`src/rtl/apb_fifo_pkg.sv`:
```
`default_nettype none
// ============================================================================
//  Module      : apb_fifo_pkg
//  Description : Register indices, bit positions and the CTRL register type
//                shared by the APB FIFO controller and its bench.
//  Revision    : 1.0 - initial release
// ============================================================================
package apb_fifo_pkg;

    // Register indices decoded from PADDR[3:2]
    localparam logic [1:0] REG_STATUS = 2'd0;
    localparam logic [1:0] REG_TXDATA = 2'd1;
    localparam logic [1:0] REG_RXDATA = 2'd2;
    localparam logic [1:0] REG_CTRL   = 2'd3;

    // STATUS bit positions
    localparam int STATUS_FULL_BIT  = 0;
    localparam int STATUS_EMPTY_BIT = 1;
    localparam int STATUS_OVF_BIT   = 2;
    localparam int STATUS_UDF_BIT   = 3;
    localparam int STATUS_CNT_LSB   = 8;

    // CTRL bit positions
    localparam int CTRL_IRQ_EN_BIT  = 0;
    localparam int CTRL_THR_LSB     = 8;

    typedef struct packed {
        logic [7:0] threshold;
        logic       irq_en;
    } ctrl_t;

    localparam ctrl_t CTRL_RESET = '{threshold: 8'd1, irq_en: 1'b0};

endpackage : apb_fifo_pkg
`default_nettype wire

```
`src/rtl/fifo_core.sv`:
```
`default_nettype none
// ============================================================================
//  Module      : fifo_core
//  Description : Synchronous FIFO with asynchronous read of the head entry.
//                Pointers carry one extra wrap bit to tell full from empty.
//  Revision    : 1.0 - initial release
// ============================================================================
module fifo_core #(
    parameter int DATA_W = 8,
    parameter int DEPTH  = 16
) (
    input  logic                   PCLK,
    input  logic                   PRESET,
    input  logic                   wr_en,
    input  logic [DATA_W-1:0]      wdata,
    input  logic                   rd_en,
    output logic [DATA_W-1:0]      rdata,
    output logic                   full,
    output logic                   empty,
    output logic [$clog2(DEPTH):0] count
);

    localparam int AW = $clog2(DEPTH);

    logic [DATA_W-1:0] mem_q [DEPTH];
    logic [AW:0]       wptr_q;
    logic [AW:0]       wptr_d;
    logic [AW:0]       rptr_q;
    logic [AW:0]       rptr_d;
    logic              w_do_wr;
    logic              w_do_rd;

    assign full    = (wptr_q[AW-1:0] == rptr_q[AW-1:0]) && (wptr_q[AW] != rptr_q[AW]);
    assign empty   = (wptr_q == rptr_q);
    assign count   = wptr_q - rptr_q;
    assign rdata   = mem_q[rptr_q[AW-1:0]];

    // A push into a full FIFO or a pop from an empty one is simply refused,
    // so a simultaneous push+pop degrades to the one that is legal.
    assign w_do_wr = wr_en & ~full;
    assign w_do_rd = rd_en & ~empty;

    // Next pointer values
    always_comb begin
        wptr_d = wptr_q;
        rptr_d = rptr_q;
        if (w_do_wr) begin
            wptr_d = wptr_q + {{AW{1'b0}}, 1'b1};
        end
        if (w_do_rd) begin
            rptr_d = rptr_q + {{AW{1'b0}}, 1'b1};
        end
    end

    // Pointer registers; contents of storage are irrelevant after reset
    always_ff @(posedge PCLK or posedge PRESET) begin
        if (PRESET) begin
            wptr_q <= '0;
            rptr_q <= '0;
        end else begin
            wptr_q <= wptr_d;
            rptr_q <= rptr_d;
        end
    end

    // Storage write port
    always_ff @(posedge PCLK) begin
        if (w_do_wr) begin
            mem_q[wptr_q[AW-1:0]] <= wdata;
        end
    end

endmodule : fifo_core
`default_nettype wire

```
`src/rtl/apb_fifo_ctrl.sv`:
```
`default_nettype none
// ============================================================================
//  Module      : apb_fifo_ctrl
//  Description : Zero-wait-state APB3 slave around fifo_core. Adds STATUS with
//                sticky W1C overflow/underflow flags, CTRL with a level
//                threshold, and a registered level interrupt.
//  Revision    : 1.0 - initial release
// ============================================================================
module apb_fifo_ctrl
    import apb_fifo_pkg::*;
#(
    parameter int DATA_W = 8,
    parameter int DEPTH  = 16,
    parameter int ADDR_W = 4
) (
    input  logic              PCLK,
    input  logic              PRESET,
    input  logic [ADDR_W-1:0] PADDR,
    input  logic [31:0]       PWDATA,
    input  logic              PWRITE,
    input  logic              PSEL,
    input  logic              PENABLE,
    output logic [31:0]       PRDATA,
    output logic              PREADY,
    output logic              PSLVERR,
    output logic              irq
);

    localparam int CNT_W = $clog2(DEPTH) + 1;

    logic              w_access;
    logic              w_wr;
    logic              w_rd;
    logic [1:0]        w_idx;
    logic              w_push;
    logic              w_pop;
    logic              w_ovf_evt;
    logic              w_udf_evt;
    logic              w_clr_ovf;
    logic              w_clr_udf;
    logic [DATA_W-1:0] w_rdata;
    logic              w_full;
    logic              w_empty;
    logic [CNT_W-1:0]  w_count;
    logic [7:0]        w_count8;
    logic [31:0]       w_status;
    logic [31:0]       w_ctrl_rd;
    logic [31:0]       w_rx;
    logic              w_unused;

    logic              ovf_q;
    logic              ovf_d;
    logic              udf_q;
    logic              udf_d;
    ctrl_t             ctrl_q;
    ctrl_t             ctrl_d;
    logic              irq_q;

    // A transfer commits on the edge where the access phase is active; the
    // setup phase never has side effects.
    assign w_access  = PSEL & PENABLE;
    assign w_idx     = PADDR[3:2];
    assign w_wr      = w_access & PWRITE;
    assign w_rd      = w_access & ~PWRITE;
    assign w_push    = w_wr & (w_idx == REG_TXDATA);
    assign w_pop     = w_rd & (w_idx == REG_RXDATA);
    assign w_ovf_evt = w_push & w_full;
    assign w_udf_evt = w_pop & w_empty;
    assign w_clr_ovf = w_wr & (w_idx == REG_STATUS) & PWDATA[STATUS_OVF_BIT];
    assign w_clr_udf = w_wr & (w_idx == REG_STATUS) & PWDATA[STATUS_UDF_BIT];

    assign PREADY    = w_access;
    assign PSLVERR   = w_ovf_evt | w_udf_evt;
    assign irq       = irq_q;

    // Upper PWDATA bits and undecoded address bits are intentionally ignored
    assign w_unused  = ^{PWDATA, PADDR};

    fifo_core #(
        .DATA_W (DATA_W),
        .DEPTH  (DEPTH)
    ) u_core (
        .PCLK   (PCLK),
        .PRESET (PRESET),
        .wr_en  (w_push),
        .wdata  (PWDATA[DATA_W-1:0]),
        .rd_en  (w_pop),
        .rdata  (w_rdata),
        .full   (w_full),
        .empty  (w_empty),
        .count  (w_count)
    );

    // The STATUS count field is 8 bits; deep FIFOs saturate it at 255
    generate
        if (CNT_W > 8) begin : g_cnt_sat
            assign w_count8 = (w_count > CNT_W'(255)) ? 8'hFF : w_count[7:0];
        end else begin : g_cnt_ext
            assign w_count8 = 8'(w_count);
        end
    endgenerate

    // Read data mux; PRDATA is zero outside a read access phase
    always_comb begin
        w_status                           = '0;
        w_status[STATUS_FULL_BIT]          = w_full;
        w_status[STATUS_EMPTY_BIT]         = w_empty;
        w_status[STATUS_OVF_BIT]           = ovf_q;
        w_status[STATUS_UDF_BIT]           = udf_q;
        w_status[STATUS_CNT_LSB +: 8]      = w_count8;
        w_ctrl_rd                          = '0;
        w_ctrl_rd[CTRL_IRQ_EN_BIT]         = ctrl_q.irq_en;
        w_ctrl_rd[CTRL_THR_LSB +: 8]       = ctrl_q.threshold;
        w_rx                               = '0;
        w_rx[DATA_W-1:0]                   = w_rdata;
        PRDATA                             = '0;
        if (w_rd) begin
            case (w_idx)
                REG_STATUS: PRDATA = w_status;
                REG_RXDATA: PRDATA = w_empty ? 32'h0 : w_rx;
                REG_CTRL:   PRDATA = w_ctrl_rd;
                default:    PRDATA = '0;
            endcase
        end
    end

    // Sticky flags (a set event beats a same-edge clear) and CTRL writes
    always_comb begin
        ovf_d  = w_ovf_evt | (ovf_q & ~w_clr_ovf);
        udf_d  = w_udf_evt | (udf_q & ~w_clr_udf);
        ctrl_d = ctrl_q;
        if (w_wr && (w_idx == REG_CTRL)) begin
            ctrl_d.irq_en    = PWDATA[CTRL_IRQ_EN_BIT];
            ctrl_d.threshold = PWDATA[CTRL_THR_LSB +: 8];
        end
    end

    // Flag/CTRL state, and the interrupt registered from the committed state
    always_ff @(posedge PCLK or posedge PRESET) begin
        if (PRESET) begin
            ovf_q  <= 1'b0;
            udf_q  <= 1'b0;
            ctrl_q <= CTRL_RESET;
            irq_q  <= 1'b0;
        end else begin
            ovf_q  <= ovf_d;
            udf_q  <= udf_d;
            ctrl_q <= ctrl_d;
            irq_q  <= ctrl_q.irq_en & ((w_count8 >= ctrl_q.threshold) | ovf_q | udf_q);
        end
    end

endmodule : apb_fifo_ctrl
`default_nettype wire

```
`config.mk`:
```
export PLATFORM = sky130hd
export DESIGN_NAME = apb_fifo_ctrl
export DESIGN_NICKNAME = d
export VERILOG_FILES = /design/src/rtl/apb_fifo_pkg.sv /design/src/rtl/fifo_core.sv /design/src/rtl/apb_fifo_ctrl.sv
export SDC_FILE = /design/constraint.sdc
export NUM_CORES = 1
export LEC_CHECK = 0
export ABC_AREA = 1
export BUFFER_PORTS_ARGS = -buffer_cell sky130_fd_sc_hd__buf_2
export CAP_MARGIN = 20
export CORE_ASPECT_RATIO = 0.75
export CORE_UTILIZATION = 53
export CTS_CLUSTER_DIAMETER = 80
export CTS_CLUSTER_SIZE = 14
export DETAILED_ROUTE_END_ITERATION = 8
export PLACE_DENSITY = 0.76
export RECOVER_POWER = 25
export SLEW_MARGIN = 20
export SYNTH_ARGS = -nofsm -noshare
export SYNTH_HDL_FRONTEND = slang
export SYNTH_SLANG_ARGS = --single-unit
```
`constraint.sdc`:
```
create_clock -name PCLK -period 2.6 [get_ports PCLK]
set_clock_uncertainty 0.15 [all_clocks]
set_input_delay 0.39 -clock PCLK [delete_from_list [all_inputs] [get_ports PCLK]]
set_output_delay 0.39 -clock PCLK [all_outputs]
set_load 0.005 [all_outputs]
```
==> flow_results.xml, run 1 <==
<?xml version="1.0" encoding="UTF-8"?>
<metrics>
  <group name="grt">
    <metric name="grt-busiest-layer" unit="">met2</metric>
    <metric name="grt_overflow" unit="">0</metric>
    <metric name="via_count_of_the_first_global_routing_pass" unit="">4673</metric>
    <metric name="met3_usage" unit="">0.0470</metric>
    <metric name="grt_antenna_before_repair" unit="">0</metric>
    <metric name="grt_first_pass_wirelength" unit="mm">25.3</metric>
    <metric name="largest_net_degree_at_the_start_of_global_routing" unit="">55</metric>
    <metric name="grtUsageMet2" unit="">0.420</metric>
    <metric name="global_route.usage.total" unit="">0.263</metric>
    <metric name="grt.met1_usage" unit="">0.359</metric>
  </group>
  <group name="final_layout">
    <metric name="final-instance-count-excl-fill" unit="">890</metric>
    <metric name="final_cell_mix" unit="">edfxtp_1, nor2_1, nand2_1</metric>
    <metric name="mostFrequentLayoutCell" unit="">edfxtp_1</metric>
    <metric name="post_route_cells_drive_above_1_share" unit="">0.258</metric>
    <metric name="area_delta_synth_final" unit="%">24.6</metric>
    <metric name="antennaDiodeCount" unit="">0</metric>
    <metric name="nets" unit="">767</metric>
  </group>
  <group name="critical_path">
    <metric name="worstSetupStartpointType" unit="">flop</metric>
    <metric name="cp_slowest_cell" unit="">dfrtp_2</metric>
    <metric name="worst_path_largest_cell_delay" unit="ps">450</metric>
    <metric name="path_class" unit="">reg2out</metric>
    <metric name="cell_by_cell_listing_of_the_critical_path" unit="">ha_4 -&gt; inv_2 -&gt; fa_2 -&gt; nand3_2 -&gt; nand2_1 -&gt; nand2_1 -&gt; and2_4 -&gt; nand2_2 -&gt; a21oi_2 -&gt; buf_2</metric>
    <metric name="cp_data_required_time" unit="ps">2060</metric>
    <metric name="critPathMaxFanout" unit="">3</metric>
    <metric name="critPathMostFrequentCell" unit="">nand2_1</metric>
    <metric name="cp_data_arrival_time" unit="ps">2130</metric>
    <metric name="crit_path_capture_type" unit="">primary output</metric>
  </group>
  <group name="status">
    <metric name="outcome" unit="">complete, but fails checks</metric>
    <metric name="failed_checks" unit="">hold timing, setup timing</metric>
  </group>
  <group name="floorplanning">
    <metric name="die_h" unit="um">100</metric>
    <metric name="dieWidth" unit="um">133</metric>
    <metric name="num_rows" unit="">35</metric>
    <metric name="die_area" unit="um2">13400</metric>
    <metric name="core_region_area" unit="um2">12400</metric>
    <metric name="top_level_ports" unit="">76</metric>
    <metric name="initial_utilization" unit="">0.550</metric>
  </group>
  <group name="clocking">
    <metric name="cts_htree_levels" unit="">4</metric>
    <metric name="cts.hold.buffers_added" unit="">0</metric>
    <metric name="cts_num_sinks" unit="">150</metric>
    <metric name="tritoncts" unit="">yes</metric>
    <metric name="numCtsBuffers" unit="">17</metric>
    <metric name="clock_latency" unit="ps">430</metric>
    <metric name="clkTransAtPathRegs" unit="ps">70</metric>
    <metric name="ctsRootBufferMaster" unit="">clkbuf_16</metric>
    <metric name="max-clock-path-buffers" unit="">2</metric>
  </group>
  <group name="timing">
    <metric name="grt_setup_unrepaired" unit="">yes</metric>
    <metric name="final_min_period_over_clock_period" unit="">1.03</metric>
    <metric name="final_period_demand_of_the_worst_path" unit="ps">2670</metric>
    <metric name="finalHoldWorstSlack" unit="ps">-0.00855</metric>
    <metric name="final_hold_viol_count" unit="">1</metric>
    <metric name="slew_violations" unit="">0</metric>
    <metric name="final_critical_path_setup_slack" unit="ps">-66.5</metric>
    <metric name="max-slew-margin-rel" unit="">0.404</metric>
    <metric name="setup_viol" unit="">6</metric>
    <metric name="max_clock_freq" unit="MHz">375</metric>
    <metric name="tightestPinTransition" unit="ps">893</metric>
  </group>
  <group name="synthesis">
    <metric name="synthesis.area_per_instance" unit="um2">10.9</metric>
    <metric name="post_synth_inst_count" unit="">630</metric>
    <metric name="postSynthRegisterBits" unit="">150</metric>
    <metric name="post-synth-top-area-cell" unit="">edfxtp_1</metric>
    <metric name="synth.yosys.seq_area_share" unit="">0.643</metric>
    <metric name="post_synth_main_area_contributors" unit="">edfxtp_1, dfrtp_1, nor2_1, nand2_1, o21ai_0</metric>
    <metric name="syn_area" unit="um2">6840</metric>
    <metric name="yosys.cell_types.count" unit="">37</metric>
    <metric name="yosys.area.top_type_share" unit="">0.562</metric>
    <metric name="ys.warnings.count" unit="">0</metric>
  </group>
  <group name="detailed_routing">
    <metric name="wl" unit="mm">18.0</metric>
    <metric name="drtPass1Iterations" unit="">7</metric>
    <metric name="drt-initial-drc-count" unit="">630</metric>
    <metric name="vias" unit="">5134</metric>
    <metric name="drt-wirelength-per-cell" unit="um">20.2</metric>
    <metric name="remaining_drc_errors" unit="">0</metric>
    <metric name="postRouteAntennaNets" unit="">0</metric>
    <metric name="route.detailed.vias_per_inst" unit="">5.77</metric>
  </group>
  <group name="power_and_ir_drop">
    <metric name="max-vdd-ir-drop" unit="uV">781</metric>
    <metric name="pwr_density_cell" unit="nW/um2">1130</metric>
    <metric name="p_leak" unit="nW">3.40</metric>
  </group>
  <group name="placed_design">
    <metric name="post-place-ws" unit="ps">27.0</metric>
    <metric name="numPortBuffers" unit="">41</metric>
    <metric name="place_hpwl" unit="mm">9.16</metric>
    <metric name="routabilityCongestion" unit="">0.855</metric>
    <metric name="dp.cells" unit="">837</metric>
  </group>
  <group name="hold_path">
    <metric name="worst_hold_path_type" unit="">in2async</metric>
  </group>
  <group name="job">
    <metric name="max_cap_viol_count" unit="">0</metric>
  </group>
</metrics>
cell type report:
cell class,instances,area (um2)
inverter,55,233
tap,166,208
clock buffer,17,425
clock inverter,15,180
timing repair buffer,88,875
sequential,150,4400
multi-input combinational,399,2200
fill,815,3920
Yosys cell counts, drive strengths merged:
master,instances
edfxtp,128
nor2,105
nand2,103
o21ai,66
inv,55
buf,40
nand3,24
dfrtp,21
a21oi,19
ha,14
o211ai,14
xor2,10
o22ai,9
nor3,8
nand4,4
mux2,2
and2,1
clkbuf,1
conb,1
dfstp,1
fa,1
o31ai,1
or2,1
xnor2,1
where the power goes:
group | internal (mW) | switching [mW] | leakage [nW] | total [mW]
registers | 2.75 | 0.124 | 1.40 | 2.87
clock network | 1.46 | 1.09 | 0.289 | 2.54
logic | 1.74 | 2.47 | 1.71 | 4.21
total | 5.94 | 3.68 | 3.40 | 9.63
through the flow:
stage               instance area (um2)  total power [mW]  utilization  setup TNS, ps
finish                             8520              9.63        0.685           -193
global placement                   7230              5.52        0.581              0
CTS                                8090              8.66        0.650          -17.4
floorplan                          6900              4.96            -              0
detailed placement                 7230              5.63        0.581              0
global route                       8520              10.0        0.685           -858
path summary, 6_finish.rpt:
check                                        startpoint                      endpoint  slack [ps]  cells past startpoint
min reg2reg                u_core.wptr_q[4]$_DFFE_PP0P_  u_core.wptr_q[4]$_DFFE_PP0P_         340                      1
min                                              PRESET         ctrl_q[3]$_DFFE_PP0P_      -0.009                      2
max in group asynchronous                        PRESET  u_core.wptr_q[3]$_DFFE_PP0P_        1700                      2
max                        u_core.rptr_q[0]$_DFFE_PP0P_                    PRDATA[12]         -70                     10
min in group PCLK                             PWDATA[8]         ctrl_q[1]$_DFFE_PP1P_          60                      2
max reg2reg                u_core.rptr_q[0]$_DFFE_PP0P_                 irq$_DFF_PP0_         190                     14
per-layer routing:
layer / routed length (um) / vias to the layer above
li1: - / 2289
met5: 0 / -
met3: 1810 / 37
met4: 391 / 0
met2: 8480 / 296
met1: 7290 / 2512
sequential cells by signal, indices dropped and copies added, names as in the netlist:
name and flops:
ctrl_q 9, irq 1, ovf_q 1, u_core.mem_q 128, u_core.rptr_q 5, u_core.wptr_q 5
udf_q 1
cell families (layout without fill, tap and decap cells):
kind of cell | count (synthesis) | count (layout) | share of synthesized area
buf+inv | 96 | 175 | 0.0743
fa+ha+maj | 15 | 15 | 0.0285
simple gates | 246 | 246 | 0.149
flops | 150 | 150 | 0.643
compound gates | 109 | 109 | 0.0874
mux | 2 | 2 | 0.00329
other cells | 1 | 16 | 0.000548
xor+xnor | 11 | 11 | 0.0141
worst max-delay path: cells and delay by family, from the launching register on:
| family | cells | cell delay (ps) |
|---|---|---|
| buffers and inverters | 2 | 170 |
| and+or+nand+nor | 5 | 470 |
| adders and majority gates | 2 | 510 |
| AOI/OAI and AO/OA | 1 | 100 |
| DFF | 1 | 450 |
repair_timing:
action | CTS | global route
setup endpoints to repair | 10 | 13
pin swaps | 4 | 28
gates cloned | 4 | 8
resized for setup | 25 | 85
buffers inserted | 6 | 3
(Power assumes the default switching activity.)
==> run 2, diff against run 1 <==
- BUFFER_PORTS_ARGS: -buffer_cell sky130_fd_sc_hd__buf_2 -> -buffer_cell sky130_fd_sc_hd__buf_4
- TNS_END_PERCENT: unset -> 1
==> flow_results.xml, run 2 (synthesis results as in run 1) <==
<?xml version="1.0" encoding="UTF-8"?>
<metrics>
  <group name="power_and_ir_drop">
    <metric name="pwr_density_cell" unit="nW/um2">1110</metric>
    <metric name="max-vdd-ir-drop" unit="uV">711</metric>
    <metric name="power.switching_fraction" unit="">0.365</metric>
    <metric name="pwr-share-clk" unit="">0.287</metric>
    <metric name="switchingPower" unit="mW">3.37</metric>
    <metric name="finalPower" unit="mW">9.23</metric>
    <metric name="p_leak" unit="nW">3.31</metric>
    <metric name="power_frac_comb" unit="">0.401</metric>
    <metric name="p_seq_frac" unit="">0.313</metric>
    <metric name="internal-power" unit="mW">5.86</metric>
  </group>
  <group name="floorplanning">
    <metric name="die_area" unit="um2">13400</metric>
    <metric name="num_rows" unit="">35</metric>
    <metric name="core_region_area" unit="um2">12400</metric>
    <metric name="dieWidth" unit="um">133</metric>
    <metric name="initial_utilization" unit="">0.550</metric>
    <metric name="die_h" unit="um">100</metric>
    <metric name="top_level_ports" unit="">76</metric>
  </group>
  <group name="final_layout">
    <metric name="mostFrequentLayoutCell" unit="">edfxtp_1</metric>
    <metric name="largest_reg_flops" unit="">128</metric>
    <metric name="post_route_cells_drive_above_1_share" unit="">0.216</metric>
    <metric name="final_cell_mix" unit="">edfxtp_1, nor2_1, nand2_1</metric>
    <metric name="antennaDiodeCount" unit="">0</metric>
    <metric name="nets" unit="">759</metric>
    <metric name="area_delta_synth_final" unit="%">21.6</metric>
  </group>
  <group name="grt">
    <metric name="global_route.usage.total" unit="">0.269</metric>
    <metric name="grt_first_pass_wirelength" unit="mm">26.2</metric>
    <metric name="via_count_of_the_first_global_routing_pass" unit="">4850</metric>
    <metric name="grt_antenna_before_repair" unit="">0</metric>
    <metric name="largest_net_degree_at_the_start_of_global_routing" unit="">55</metric>
    <metric name="grt_overflow" unit="">0</metric>
  </group>
  <group name="clocking">
    <metric name="cts_htree_levels" unit="">4</metric>
    <metric name="cts_num_sinks" unit="">150</metric>
    <metric name="tritoncts" unit="">yes</metric>
    <metric name="max-clock-path-buffers" unit="">2</metric>
    <metric name="ctsRootBufferMaster" unit="">clkbuf_16</metric>
    <metric name="clkTransAtPathRegs" unit="ps">60</metric>
    <metric name="numCtsBuffers" unit="">17</metric>
    <metric name="cts.hold.buffers_added" unit="">0</metric>
    <metric name="clock_latency" unit="ps">420</metric>
  </group>
  <group name="timing">
    <metric name="final_min_period_over_clock_period" unit="">1.01</metric>
    <metric name="final_hold_viol_count" unit="">0</metric>
    <metric name="timing.setup.tns" unit="ps">-60.8</metric>
    <metric name="final_period_demand_of_the_worst_path" unit="ps">2640</metric>
    <metric name="max_clock_freq" unit="MHz">379</metric>
    <metric name="slew_violations" unit="">0</metric>
    <metric name="setup_viol" unit="">3</metric>
    <metric name="grt_setup_unrepaired" unit="">yes</metric>
    <metric name="max-slew-margin-rel" unit="">0.404</metric>
    <metric name="final_critical_path_setup_slack" unit="ps">-36.1</metric>
    <metric name="tightestPinTransition" unit="ps">894</metric>
  </group>
  <group name="detailed_routing">
    <metric name="wl" unit="mm">16.8</metric>
    <metric name="drt-initial-drc-count" unit="">560</metric>
    <metric name="drtPass1Iterations" unit="">5</metric>
    <metric name="route.detailed.vias_per_inst" unit="">5.56</metric>
    <metric name="remaining_drc_errors" unit="">0</metric>
    <metric name="drt-wirelength-per-cell" unit="um">19.1</metric>
    <metric name="postRouteAntennaNets" unit="">0</metric>
    <metric name="vias" unit="">4900</metric>
  </group>
  <group name="critical_path">
    <metric name="worst-path-stages" unit="">11</metric>
    <metric name="crit_path_capture_type" unit="">primary output</metric>
    <metric name="critical_path.reg2reg.startpoint" unit="">u_core.rptr_q[0]$_DFFE_PP0P_</metric>
    <metric name="cp-endpoint" unit="">PRDATA[12]</metric>
    <metric name="critPathMaxFanout" unit="">3</metric>
    <metric name="path_class" unit="">reg2out</metric>
    <metric name="r2r.worst_path.cells" unit="">14</metric>
    <metric name="setup.reg_to_reg.worst_slack" unit="ps">30</metric>
    <metric name="worstSetupStartpointType" unit="">flop</metric>
    <metric name="path_buf_inv" unit="">3</metric>
    <metric name="cpLargestDelayFamily" unit="">adder cells</metric>
    <metric name="worst_path_largest_cell_delay" unit="ps">420</metric>
    <metric name="reg_to_reg_endpoint" unit="">irq$_DFF_PP0_</metric>
    <metric name="crit_path_start" unit="">u_core.rptr_q[0]$_DFFE_PP0P_</metric>
    <metric name="cp_data_required_time" unit="ps">2060</metric>
    <metric name="critPathMostFrequentCell" unit="">nand2_1</metric>
    <metric name="cp_slowest_cell" unit="">dfrtp_2</metric>
    <metric name="cp_data_arrival_time" unit="ps">2100</metric>
    <metric name="cell_by_cell_listing_of_the_critical_path" unit="">buf_6 -&gt; ha_4 -&gt; inv_2 -&gt; fa_2 -&gt; nand3_2 -&gt; nand2_1 -&gt; nand2_1 -&gt; and2_4 -&gt; nand2_2 -&gt; a21oi_2 -&gt; buf_4</metric>
  </group>
  <group name="placed_design">
    <metric name="numPortBuffers" unit="">41</metric>
    <metric name="place_hpwl" unit="mm">9.53</metric>
    <metric name="routabilityCongestion" unit="">0.842</metric>
  </group>
  <group name="status">
    <metric name="outcome" unit="">complete, but fails checks</metric>
    <metric name="failed_checks" unit="">setup timing</metric>
  </group>
  <group name="job">
    <metric name="max_cap_viol_count" unit="">0</metric>
  </group>
  <group name="hold_path">
    <metric name="worst_hold_path_type" unit="">in2async</metric>
  </group>
</metrics>
-- run 2: how the worst min path moves through the flow --
stage / to / cells after the start / from / slack (ps)
floorplan: ctrl_q[0]$_DFFE_PP0P_ / 1 / PRESET / 230
detailed placement: u_core.rptr_q[4]$_DFFE_PP0P_ / 1 / u_core.rptr_q[4]$_DFFE_PP0P_ / 330
CTS: ctrl_q[5]$_DFFE_PP0P_ / 2 / PRESET / 30
finish: ctrl_q[5]$_DFFE_PP0P_ / 2 / PRESET / 4
global placement: u_core.rptr_q[4]$_DFFE_PP0P_ / 1 / u_core.rptr_q[4]$_DFFE_PP0P_ / 330
global route: ctrl_q[1]$_DFFE_PP1P_ / 2 / PWDATA[8] / 50
-- run 2: layout make-up --
type	count	area, um2
inverters	55	214
multi-input cells	399	2120
repair buffers	80	739
flip-flops and latches	150	4400
fillers	882	4120
clock buffers	17	425
well taps	166	208
clock inverters	15	213
-- run 2: timing repair --
action | CTS | global route
gates resized for setup | 36 | 28
setup buffers | 8 | 0
pin swaps | 10 | 11
cloned | 4 | 0
endpoints found under the setup margin | 11 | 13
-- run 2: metal layers --
layer  global-route usage  share of wire
met4               0.0979          0.016
met5                    0              0
met2                0.423           0.47
met1                0.372           0.42
met3               0.0586          0.091
-- run 2: metrics by stage --
step	util	hold WS [ps]	std cells	setup slack [ps]	area [um2]
4_1_cts	0.666	30.9	882	-60.3	8280
3_3_place_gp	0.590	326	838	162	7340
3_5_place_dp	0.590	333	838	-22.8	7340
6_report	0.669	4.02	882	-36.1	8320
5_1_grt	0.669	48.0	882	-95.7	8320
2_1_floorplan	-	228	645	111	6900
-- run 2: power by group through the flow --
stage / Clock, mW / Combinational, mW / Sequential [mW]
2_1_floorplan: 0 / 2.08 / 2.88
3_3_place_gp: 0 / 2.69 / 2.89
3_5_place_dp: 0 / 2.79 / 2.90
4_1_cts: 2.66 / 3.46 / 2.86
5_1_grt: 2.76 / 4.05 / 2.90
6_report: 2.65 / 3.70 / 2.89
==> run 3, diff against run 2 <==
- RECOVER_POWER: 25 -> unset
==> flow_results.xml, run 3 (synthesis results as in run 1) <==
<?xml version="1.0" encoding="UTF-8"?>
<metrics>
  <group name="floorplanning">
    <metric name="dieWidth" unit="um">133</metric>
    <metric name="top_level_ports" unit="">76</metric>
    <metric name="num_rows" unit="">35</metric>
    <metric name="core_region_area" unit="um2">12400</metric>
    <metric name="initial_utilization" unit="">0.550</metric>
    <metric name="die_area" unit="um2">13400</metric>
    <metric name="die_h" unit="um">100</metric>
  </group>
  <group name="grt">
    <metric name="via_count_of_the_first_global_routing_pass" unit="">4850</metric>
    <metric name="grt_antenna_before_repair" unit="">0</metric>
    <metric name="grt_first_pass_wirelength" unit="mm">26.2</metric>
    <metric name="largest_net_degree_at_the_start_of_global_routing" unit="">55</metric>
    <metric name="grt_overflow" unit="">0</metric>
    <metric name="global_route.usage.total" unit="">0.269</metric>
  </group>
  <group name="timing">
    <metric name="final_critical_path_setup_slack" unit="ps">-37.1</metric>
    <metric name="final_period_demand_of_the_worst_path" unit="ps">2640</metric>
    <metric name="grt_setup_unrepaired" unit="">yes</metric>
    <metric name="tightestPinTransition" unit="ps">868</metric>
    <metric name="final_min_period_over_clock_period" unit="">1.01</metric>
    <metric name="finalHoldWorstSlack" unit="ps">-0.587</metric>
    <metric name="final_hold_viol_count" unit="">5</metric>
    <metric name="max-slew-margin-rel" unit="">0.421</metric>
    <metric name="slew_violations" unit="">0</metric>
    <metric name="max_clock_freq" unit="MHz">379</metric>
    <metric name="timing.setup.tns" unit="ps">-59.6</metric>
    <metric name="setup_viol" unit="">3</metric>
  </group>
  <group name="critical_path">
    <metric name="path_class" unit="">reg2out</metric>
    <metric name="path_buf_inv" unit="">3</metric>
    <metric name="cp_data_required_time" unit="ps">2060</metric>
    <metric name="cpLargestDelayFamily" unit="">adder cells</metric>
    <metric name="cp_data_arrival_time" unit="ps">2100</metric>
    <metric name="critPathMostFrequentCell" unit="">nand2_1</metric>
    <metric name="crit_path_start" unit="">u_core.rptr_q[0]$_DFFE_PP0P_</metric>
    <metric name="cp_slowest_cell" unit="">dfrtp_2</metric>
    <metric name="worst_path_largest_cell_delay" unit="ps">420</metric>
    <metric name="worstSetupStartpointType" unit="">flop</metric>
    <metric name="cell_by_cell_listing_of_the_critical_path" unit="">buf_6 -&gt; ha_4 -&gt; inv_2 -&gt; fa_2 -&gt; nand3_2 -&gt; nand2_1 -&gt; nand2_1 -&gt; and2_4 -&gt; nand2_2 -&gt; a21oi_2 -&gt; buf_4</metric>
    <metric name="critPathMaxFanout" unit="">3</metric>
    <metric name="worst-path-stages" unit="">11</metric>
    <metric name="setup.reg_to_reg.worst_slack" unit="ps">30</metric>
    <metric name="crit_path_capture_type" unit="">primary output</metric>
    <metric name="r2r.worst_path.cells" unit="">14</metric>
    <metric name="reg_to_reg_endpoint" unit="">irq$_DFF_PP0_</metric>
    <metric name="cp-endpoint" unit="">PRDATA[12]</metric>
    <metric name="critical_path.reg2reg.startpoint" unit="">u_core.rptr_q[0]$_DFFE_PP0P_</metric>
  </group>
  <group name="detailed_routing">
    <metric name="route.detailed.vias_per_inst" unit="">5.55</metric>
    <metric name="maxUsedRoutingLayer" unit="">met4</metric>
    <metric name="met1_length" unit="mm">7.30</metric>
    <metric name="wl" unit="mm">16.9</metric>
    <metric name="drtPass1Iterations" unit="">5</metric>
    <metric name="vias" unit="">4895</metric>
    <metric name="remaining_drc_errors" unit="">0</metric>
    <metric name="drt-initial-drc-count" unit="">535</metric>
    <metric name="drt-wirelength-per-cell" unit="um">19.2</metric>
    <metric name="postRouteAntennaNets" unit="">0</metric>
    <metric name="met2_wirelength" unit="mm">7.96</metric>
    <metric name="met3WireLength" unit="mm">1.44</metric>
  </group>
  <group name="final_layout">
    <metric name="antennaDiodeCount" unit="">0</metric>
    <metric name="area_delta_synth_final" unit="%">21.9</metric>
    <metric name="final_cell_mix" unit="">edfxtp_1, nor2_1, nand2_1</metric>
    <metric name="fillCellCount" unit="">874</metric>
    <metric name="post_route_cells_drive_above_1_share" unit="">0.225</metric>
    <metric name="mostFrequentLayoutCell" unit="">edfxtp_1</metric>
    <metric name="final_util" unit="">0.671</metric>
    <metric name="nets" unit="">759</metric>
    <metric name="multi_input_comb_area" unit="um2">2120</metric>
    <metric name="largest_reg_flops" unit="">128</metric>
    <metric name="regArea" unit="um2">4400</metric>
  </group>
  <group name="power_and_ir_drop">
    <metric name="pwr_density_cell" unit="nW/um2">1110</metric>
    <metric name="max-vdd-ir-drop" unit="uV">709</metric>
    <metric name="p_leak" unit="nW">3.33</metric>
  </group>
  <group name="clocking">
    <metric name="ctsRootBufferMaster" unit="">clkbuf_16</metric>
    <metric name="clkTransAtPathRegs" unit="ps">60</metric>
    <metric name="cts_htree_levels" unit="">4</metric>
    <metric name="cts_num_sinks" unit="">150</metric>
    <metric name="clock_latency" unit="ps">420</metric>
    <metric name="tritoncts" unit="">yes</metric>
    <metric name="max-clock-path-buffers" unit="">2</metric>
    <metric name="cts.hold.buffers_added" unit="">0</metric>
    <metric name="numCtsBuffers" unit="">17</metric>
  </group>
  <group name="status">
    <metric name="outcome" unit="">complete, but fails checks</metric>
    <metric name="failed_checks" unit="">hold timing, setup timing</metric>
  </group>
  <group name="hold_path">
    <metric name="worst_hold_path_type" unit="">in2async</metric>
  </group>
  <group name="placed_design">
    <metric name="numPortBuffers" unit="">41</metric>
    <metric name="place_hpwl" unit="mm">9.53</metric>
    <metric name="routabilityCongestion" unit="">0.842</metric>
  </group>
  <group name="job">
    <metric name="max_cap_viol_count" unit="">0</metric>
  </group>
</metrics>
run 3: changes by cell type in the layout (fill, tap and decap cells not counted), sizes merged:
cell / delta
clkbuf: -6
buf: +6
run 3: repair_timing:
action / CTS / global route
endpoints found under the setup margin: 11 / 13
gates cloned: 4 / 0
resized for setup: 36 / 28
buffers inserted: 8 / 0
pin swaps: 10 / 11
run 3: per-stage QoR:
stage / instances / cell area (um2) / setup slack, ps / hold WS (ps) / power, mW
after floorplan: 645 / 6900 / 111 / 228 / 4.96
after global placement: 838 / 7340 / 162 / 326 / 5.58
after detailed placement: 838 / 7340 / -22.8 / 333 / 5.68
after CTS: 882 / 8280 / -60.3 / 30.9 / 8.98
after global routing: 882 / 8340 / -95.7 / 48.0 / 9.71
final: 882 / 8340 / -37.1 / -0.587 / 9.25
run 3: cell type report:
type,count,area share
Sequential cell,150,0.528
Clock buffer,17,0.0510
Multi-Input combinational cell,399,0.254
Inverter,55,0.0257
Clock inverter,15,0.0255
Tap cell,166,0.0249
Timing Repair Buffer,80,0.0914
run 3: where the power goes:
group | switching [mW] | internal [mW]
Clock | 1.02 | 1.63
Sequential | 0.138 | 2.75
Combinational | 2.23 | 1.49
run 3: how the worst min path moves through the flow:
stage	start	end	cells past startpoint
2_1_floorplan	PRESET	ctrl_q[0]$_DFFE_PP0P_	1
3_3_place_gp	u_core.rptr_q[4]$_DFFE_PP0P_	u_core.rptr_q[4]$_DFFE_PP0P_	1
3_5_place_dp	u_core.rptr_q[4]$_DFFE_PP0P_	u_core.rptr_q[4]$_DFFE_PP0P_	1
4_1_cts	PRESET	ctrl_q[5]$_DFFE_PP0P_	2
5_1_grt	PWDATA[8]	ctrl_q[1]$_DFFE_PP1P_	2
6_report	PRESET	ctrl_q[5]$_DFFE_PP0P_	2
run 3: routing by layer:
layer | GRT usage | vias to the layer above
met5 | 0 | -
met4 | 0.0979 | 0
met3 | 0.0586 | 23
met2 | 0.423 | 232
met1 | 0.372 | 2367
li1 | - | 2273
run 3: worst reg2reg max path: stages (launching register included):
cell and delay (ps):
dfrtp_2 420, buf_6 120, ha_4 120, inv_2 40
fa_2 360, buf_6 130, xor2_2 140, buf_4 130
ha_1 270, nand2_1 60, o21ai_0 280, nand2_1 100
nand4_1 100, nand2_1 50, inv_1 40
